==> src/rtl/fetch_unit.sv <==
// fetch_unit: instruction fetch stage.
// Keeps the fetch PC, issues word reads to a one-cycle-latency instruction
// memory, and hands fetched instructions to decode over valid/ready. A
// one-entry skid buffer absorbs decode backpressure; redirect flushes all
// fetched-but-unconsumed state and restarts at the target.
module fetch_unit #(
    parameter logic [31:0] RESET_PC = 32'h0000_0000
) (
    input  logic        clk_i,
    input  logic        rst_n_i,
    output logic        imem_req_o,
    output logic [31:0] imem_addr_o,
    input  logic [31:0] imem_rdata_i,
    input  logic        redirect_i,
    input  logic [31:0] redirect_pc_i,
    output logic        valid_o,
    input  logic        ready_i,
    output logic [31:0] instr_o,
    output logic [31:0] pc_o,
    output logic [31:0] pc_plus4_o
);

    // One fetched instruction together with its address.
    typedef struct packed {
        logic [31:0] instr;
        logic [31:0] pc;
    } entry_t;

    // Architectural state
    logic [31:0] fetch_pc;
    logic        inflight;
    logic [31:0] inflight_pc;
    logic        out_v;
    entry_t      out_q;
    logic        skid_v;
    entry_t      skid_q;

    // Next-state values
    logic [31:0] fetch_pc_n;
    logic        inflight_n;
    logic [31:0] inflight_pc_n;
    logic        out_v_n;
    entry_t      out_n;
    logic        skid_v_n;
    entry_t      skid_n;

    // Derived control
    logic [1:0]  occ;
    logic [1:0]  occ_after;
    logic        xfer;
    logic        out_free;
    entry_t      rsp;
    logic        skid_overflow;
    logic        unused_redirect_lsbs;

    // Byte offset of the redirect target is dropped: fetch is word-aligned.
    assign unused_redirect_lsbs = ^redirect_pc_i[1:0];

    // Occupancy counts every instruction already owned by this stage,
    // including the one whose read data arrives this cycle.
    assign occ       = {1'b0, out_v} + {1'b0, skid_v} + {1'b0, inflight};
    assign xfer      = out_v & ready_i;
    assign occ_after = occ - {1'b0, xfer};

    // Only request when the returning word is guaranteed a slot next cycle.
    assign imem_req_o  = rst_n_i & ~redirect_i & (occ_after < 2'd2);
    assign imem_addr_o = fetch_pc;

    // The output slot can take a new entry if it is empty or being consumed.
    assign out_free = ~out_v | xfer;
    assign rsp      = '{instr: imem_rdata_i, pc: inflight_pc};

    // A response with nowhere to go: skid full and output slot stalled.
    assign skid_overflow = rst_n_i & ~redirect_i & inflight & skid_v & ~out_free;

    // Decode-facing outputs come straight from the output entry registers.
    assign valid_o    = out_v;
    assign instr_o    = out_q.instr;
    assign pc_o       = out_q.pc;
    assign pc_plus4_o = out_q.pc + 32'd4;

    // Next-state: redirect flush first, otherwise request issue, skid drain
    // and response placement (skid always drains ahead of newer data).
    always_comb begin
        fetch_pc_n    = fetch_pc;
        inflight_n    = 1'b0;
        inflight_pc_n = inflight_pc;
        out_v_n       = out_v;
        out_n         = out_q;
        skid_v_n      = skid_v;
        skid_n        = skid_q;

        if (redirect_i) begin
            // Flush everything; a response arriving now belongs to the old
            // path and is simply not captured.
            fetch_pc_n = {redirect_pc_i[31:2], 2'b00};
            out_v_n    = 1'b0;
            skid_v_n   = 1'b0;
            inflight_n = 1'b0;
        end else begin
            inflight_n = imem_req_o;
            if (imem_req_o) begin
                inflight_pc_n = fetch_pc;
                fetch_pc_n    = fetch_pc + 32'd4;
            end

            if (out_free) begin
                if (skid_v) begin
                    // Older skid entry moves up; a response refills skid.
                    out_n    = skid_q;
                    out_v_n  = 1'b1;
                    skid_v_n = 1'b0;
                    if (inflight) begin
                        skid_n   = rsp;
                        skid_v_n = 1'b1;
                    end
                end else if (inflight) begin
                    out_n   = rsp;
                    out_v_n = 1'b1;
                end else begin
                    out_v_n = 1'b0;
                end
            end else if (inflight) begin
                // Output stalled: park the response in skid.
                skid_n   = rsp;
                skid_v_n = 1'b1;
            end
        end
    end

    // State register; asynchronous reset returns to the first fetch address
    // and drops any response still due from before reset.
    always_ff @(posedge clk_i or negedge rst_n_i) begin
        if (!rst_n_i) begin
            fetch_pc    <= RESET_PC;
            inflight    <= 1'b0;
            inflight_pc <= 32'h0;
            out_v       <= 1'b0;
            out_q       <= '0;
            skid_v      <= 1'b0;
            skid_q      <= '0;
        end else begin
            fetch_pc    <= fetch_pc_n;
            inflight    <= inflight_n;
            inflight_pc <= inflight_pc_n;
            out_v       <= out_v_n;
            out_q       <= out_n;
            skid_v      <= skid_v_n;
            skid_q      <= skid_n;
        end
    end

    // The request gating must make skid overflow unreachable.
    a_no_skid_overflow : assert property (
        @(posedge clk_i) disable iff (!rst_n_i) !skid_overflow
    );

endmodule

==> config.mk <==
export PLATFORM = sky130hd
export DESIGN_NAME = fetch_unit
export DESIGN_NICKNAME = d
export VERILOG_FILES = /design/src/rtl/fetch_unit.sv
export SDC_FILE = /design/constraint.sdc
export NUM_CORES = 1
export LEC_CHECK = 0
export CAP_MARGIN = 20
export CORE_AREA = 10 10 182 141
export DETAILED_ROUTE_END_ITERATION = 16
export DIE_AREA = 0 0 192 151
export PLACE_DENSITY = 0.65
export REMOVE_ABC_BUFFERS = 1
export SLEW_MARGIN = 5
export SYNTH_ARGS = -nofsm -noshare
export SYNTH_HDL_FRONTEND = slang
export SYNTH_SLANG_ARGS = --single-unit
==> constraint.sdc <==
create_clock -name clk_i -period 5.9 [get_ports clk_i]
set_input_delay 1.18 -clock clk_i [delete_from_list [all_inputs] [get_ports clk_i]]
set_output_delay 1.18 -clock clk_i [all_outputs]
set_load 0.01 [all_outputs]
-- After elaboration in Yosys (flattened, before gate mapping)
Index checks and enable logic that the tools add are counted.
W data, S select, Z words.
- flip-flop bits (word level): 195
- input port bits: 68
- output and inout bits: 130
- word-level logic and storage cells: 45
- add/sub/neg operators: 5
- order comparisons: 1
- equal/unequal tests: 1
- mux-type cells: 16
- bitwise operators: 6
- reduce and logical (&&, ||, !) cells: 7
- operator list (kind ; number):
    $mux W64 ; 5
    $add A32 B3 Y32 const B ; 2
    $mux W32 ; 2
    $mux W1 ; 9
    $reduce_bool A2 Y1 ; 3
    $reduce_and A2 Y1 ; 2
    $and A1 B1 Y1 ; 3
    $reduce_and A3 Y1 ; 1
    $reduce_bool A3 Y1 ; 1
    $add A1 B1 Y2 ; 1
    $add A2 B1 Y2 ; 1
    $lt A2 B2 Y1 const B ; 1
    $ne A2 B2 Y1 const B ; 1
    $not A1 Y1 ; 2
    $sub A2 B1 Y2 ; 1
    $or A1 B1 Y1 ; 1

-- Depth between registers and ports, before layout
- depth in word-level cells: 7
- gate-level depth with buffers: 10
- mapped depth without buffers: 9

-- Least setup slack after synthesis
Ideal clock, no wire load.
- kind: input port to output port
- start: input port ready_i
- end: output port imem_req_o
- arrival time: 2.992 ns
- required time: 4.720 ns
- setup slack: 1.728 ns
- stages: 8
- cell sequence: and2_1 > ha_1 > inv_1 > ha_1 > a21oi_1 > mux2i_1 > nor2_1 > buf_2
- longest elaborated chain between the ends: 4
- ends and longest elaborated chain (item ; RTL line ; RTL):
    start: declaration ; 17 ; input logic ready_i,
    $and A1 B1 Y1 ; 62 ; assign xfer = out_v & ready_i;
    $sub A2 B1 Y2 ; 63 ; assign occ_after = occ - {1'b0, xfer};
    $lt A2 B2 Y1 ; 66 ; assign imem_req_o = rst_n_i & ~redirect_i & (occ_after < 2'd2);
    $and A1 B1 Y1 ; 66 ;
    end: declaration ; 11 ; output logic imem_req_o,
No other way between the ends.

-- Worst setup path in the final report
Ends and elaborated chain as after synthesis.

==> impl_metrics.tcl <==
set metrics [dict create \
    h-tree-depth 4 \
    ys.flop_type "dfrtp_1" \
    clk_latency_ps 430 \
    hold_class "flop to flop" \
    synth-compound-area-share 0.0562 \
    clock-root-buffer "clkbuf_16" \
    vdd_ir_drop_max_mv 0.144 \
    fin_crit_ps 4710 \
    power.share.sequential 0.452 \
    ant_nets 0 \
    seq_area_frac_synth 0.538 \
    muxShareOfSynthArea 0.196 \
    final_cell_area_um2 11400 \
    io_pins 198 \
    clock-sinks 187 \
    worst_pin_slew_ps 910 \
    synth_cell_types 40 \
    drt_first_pass_iters 5 \
    cp-end-kind "output pin" \
    holdPathEnd "skid_q[40]" \
    grt_pass1_vias 6205 \
    drv_slew 0 \
    fmax_mhz 212 \
    die_h_um 151 \
    power.density_nw_per_um2 346 \
    cts_buffer_depth 2 \
    cts_tree "built" \
    path_max_fanout 3 \
    track_usage 0.159 \
    fin_crit_sh 0.798 \
    vias 6305 \
    antenna_found_initial 0 \
    drc 0 \
    antennaDiodeCount 0 \
    placementRows 47 \
    cts.clk_slew.worst_paths_ps 70 \
    ys_warn_count 0 \
    nets 1014 \
    crit_type "input pin to output pin" \
    synthArstFlopShare 1.00 \
    synthXorXnorAreaFrac 0.0564 \
    rr_startpoint "valid_o" \
    final_cell_mix "187 x clkdlybuf4s50_1, 186 x dfrtp_1, 91 x mux2_2, 72 x nor2_1, 65 x mux2i_1" \
    yosys_register_bits 187 \
    gp_congestion 0.797 \
    drt_iter0_drc 488 \
    final_layout_size_suffix_gt1_frac 0.153 \
    postCtsHoldBufs 0 \
    grt_max_degree 74 \
    syn_to_final_growth_pct 31.5 \
    die_area_um2 29000 \
    synth_edf_count 0 \
    final_common_cell "clkdlybuf4s50_1" \
    synth_adder_area_share 0.00575 \
    design.core.area_um2 21900 \
    initial_core_util 0.397 \
    setup_viol 0 \
    start_kind "input pin" \
    r2r_slack_ps 3080 \
    drv_cap 0 \
    min_path_cells 1 \
    regToRegEndpoint "imem_addr_o[14]" \
    synth_top_family_by_area "multiplexers" \
    routed_wl_mm 23.1 \
    power.internal_w 0.00273 \
    hold_viol 0 \
    die_w_um 192 \
    cts_inserted_buffers 17 \
    arrival_ps 3530 \
    switching_share 0.309 \
    slew_headroom 0.394 \
    syn-mean-instance-area_um2 11.4 \
    syn_area_um2 8700 \
    cts_setup_buffers 0 \
    fin_skew_ps 12.7 \
    grt-ovfl-total 0 \
    min-delay-start "skid_q[40]" \
    power_frac_comb 0.268 \
    io_buffers 189 \
    vias_per_cell 5.05 \
    post_dp_cell_area_um2 10900 \
    final_util 0.522 \
    rsz0062_at_grt "false" \
    p_sw_w 0.00122 \
    worstPathRequired_ps 4720 \
    post-dp-hpwl_mm 16.3 \
    outcome "finished clean" \
    synth_cells 764 \
    p_leak_nw 4.63 \
    reg2regPathDepth 10 \
    synth-simple-area-share 0.121 \
    pwr-share-clk 0.280 \
    grt_pass1_wl_mm 36.2 \
    post_cts_resized 0 \
    wire_per_inst_um 18.5 \
]
[Yosys cell counts (all sizes together), types with 4 or more instances]
master    n  area [um^2]
a21oi    64          320
and2      4         25.0
and3      5         31.3
and4      5         43.8
buf      18          101
clkbuf   28          105
dfrtp   187         4680
ha        4         50.1
inv       5         18.8
mux2     94         1060
mux2i    65          651
nand2    53          199
nand3    19         95.1
nand4    17          121
nor2     73          274
nor2b     4         25.0
nor3      6         30.0
nor4     15          128
nor4b     4         41.3
o21ai    28          140
xnor2    42          368
xor2     14          123
[metal layers]
layer | vias up | wire length, um | track usage
met5 | - | 0 | 0
met3 | 25 | 1580 | 0.0476
met4 | 0 | 285 | 0.0387
met2 | 167 | 10100 | 0.235
met1 | 3076 | 11100 | 0.225
li1 | 3037 | - | -
[area by class of cell]
| class | instances | area (um^2) |
|---|---|---|
| Clock inverter | 14 | 131 |
| Multi-Input combinational cell | 531 | 3830 |
| Fill cell | 1966 | 10500 |
| Tap cell | 294 | 368 |
| Timing Repair Buffer | 200 | 1970 |
| Clock buffer | 18 | 439 |
| Sequential cell | 187 | 4680 |
| Inverter | 5 | 18.8 |
[metrics by stage]
step	TNS (ps)	instances	hold WS [ps]	setup slack [ps]	total power, W
6_report	0	1249	506	1190	0.00396
5_1_grt	0	1249	514	1090	0.00419
4_1_cts	0	1249	509	1170	0.00402
3_5_place_dp	0	1217	493	1170	0.00289
3_3_place_gp	0	1217	486	1180	0.00287
2_1_floorplan	-190350	723	476	-3070	0.00225
[critical path, cell delays in order]
cell and delay, ps:
clkdlybuf4s50_1 420, and2_1 150, ha_1 260, inv_1 40, ha_1 260, a21oi_1 290
mux2i_1 370, nor2_4 50, clkdlybuf4s50_1 510
[power groups by stage]
stage | Clock [W] | Sequential (W) | Combinational (W)
after global routing | 0.00120 | 0.00183 | 0.00116
after detailed placement | 0 | 0.00181 | 0.00108
final | 0.00111 | 0.00179 | 0.00106
after global placement | 0 | 0.00180 | 0.00106
after floorplan | 0 | 0.00181 | 0.000440
after CTS | 0.00114 | 0.00179 | 0.00108
[worst max path at each step]
| stage | startpoint | endpoint | slack [ps] | cells past startpoint |
|---|---|---|---|---|
| 2_1_floorplan | skid_v | instr_o[0] | -3070 | 3 |
| 6_report | ready_i | imem_req_o | 1190 | 9 |
| 4_1_cts | ready_i | imem_req_o | 1170 | 9 |
| 3_3_place_gp | ready_i | imem_req_o | 1180 | 9 |
| 3_5_place_dp | ready_i | imem_req_o | 1170 | 9 |
| 5_1_grt | ready_i | imem_req_o | 1090 | 9 |
[logic make-up (layout without fill, tap and decap cells)]
group,after synthesis,in the layout
compound gates,96,96
xor+xnor,56,56
fa+ha+maj,4,4
buf+inv,51,237
flops,187,187
mux,159,159
other cells,1,6
simple gates,210,210
[flip-flops by register name, indices dropped and copies added, names as in the netlist]
register     cells
imem_addr_o     30
inflight         1
inflight_pc     30
instr_o         32
pc_o            30
skid_q          62
skid_v           1
valid_o          1
Note: power is estimated with default switching activity, not from simulation.
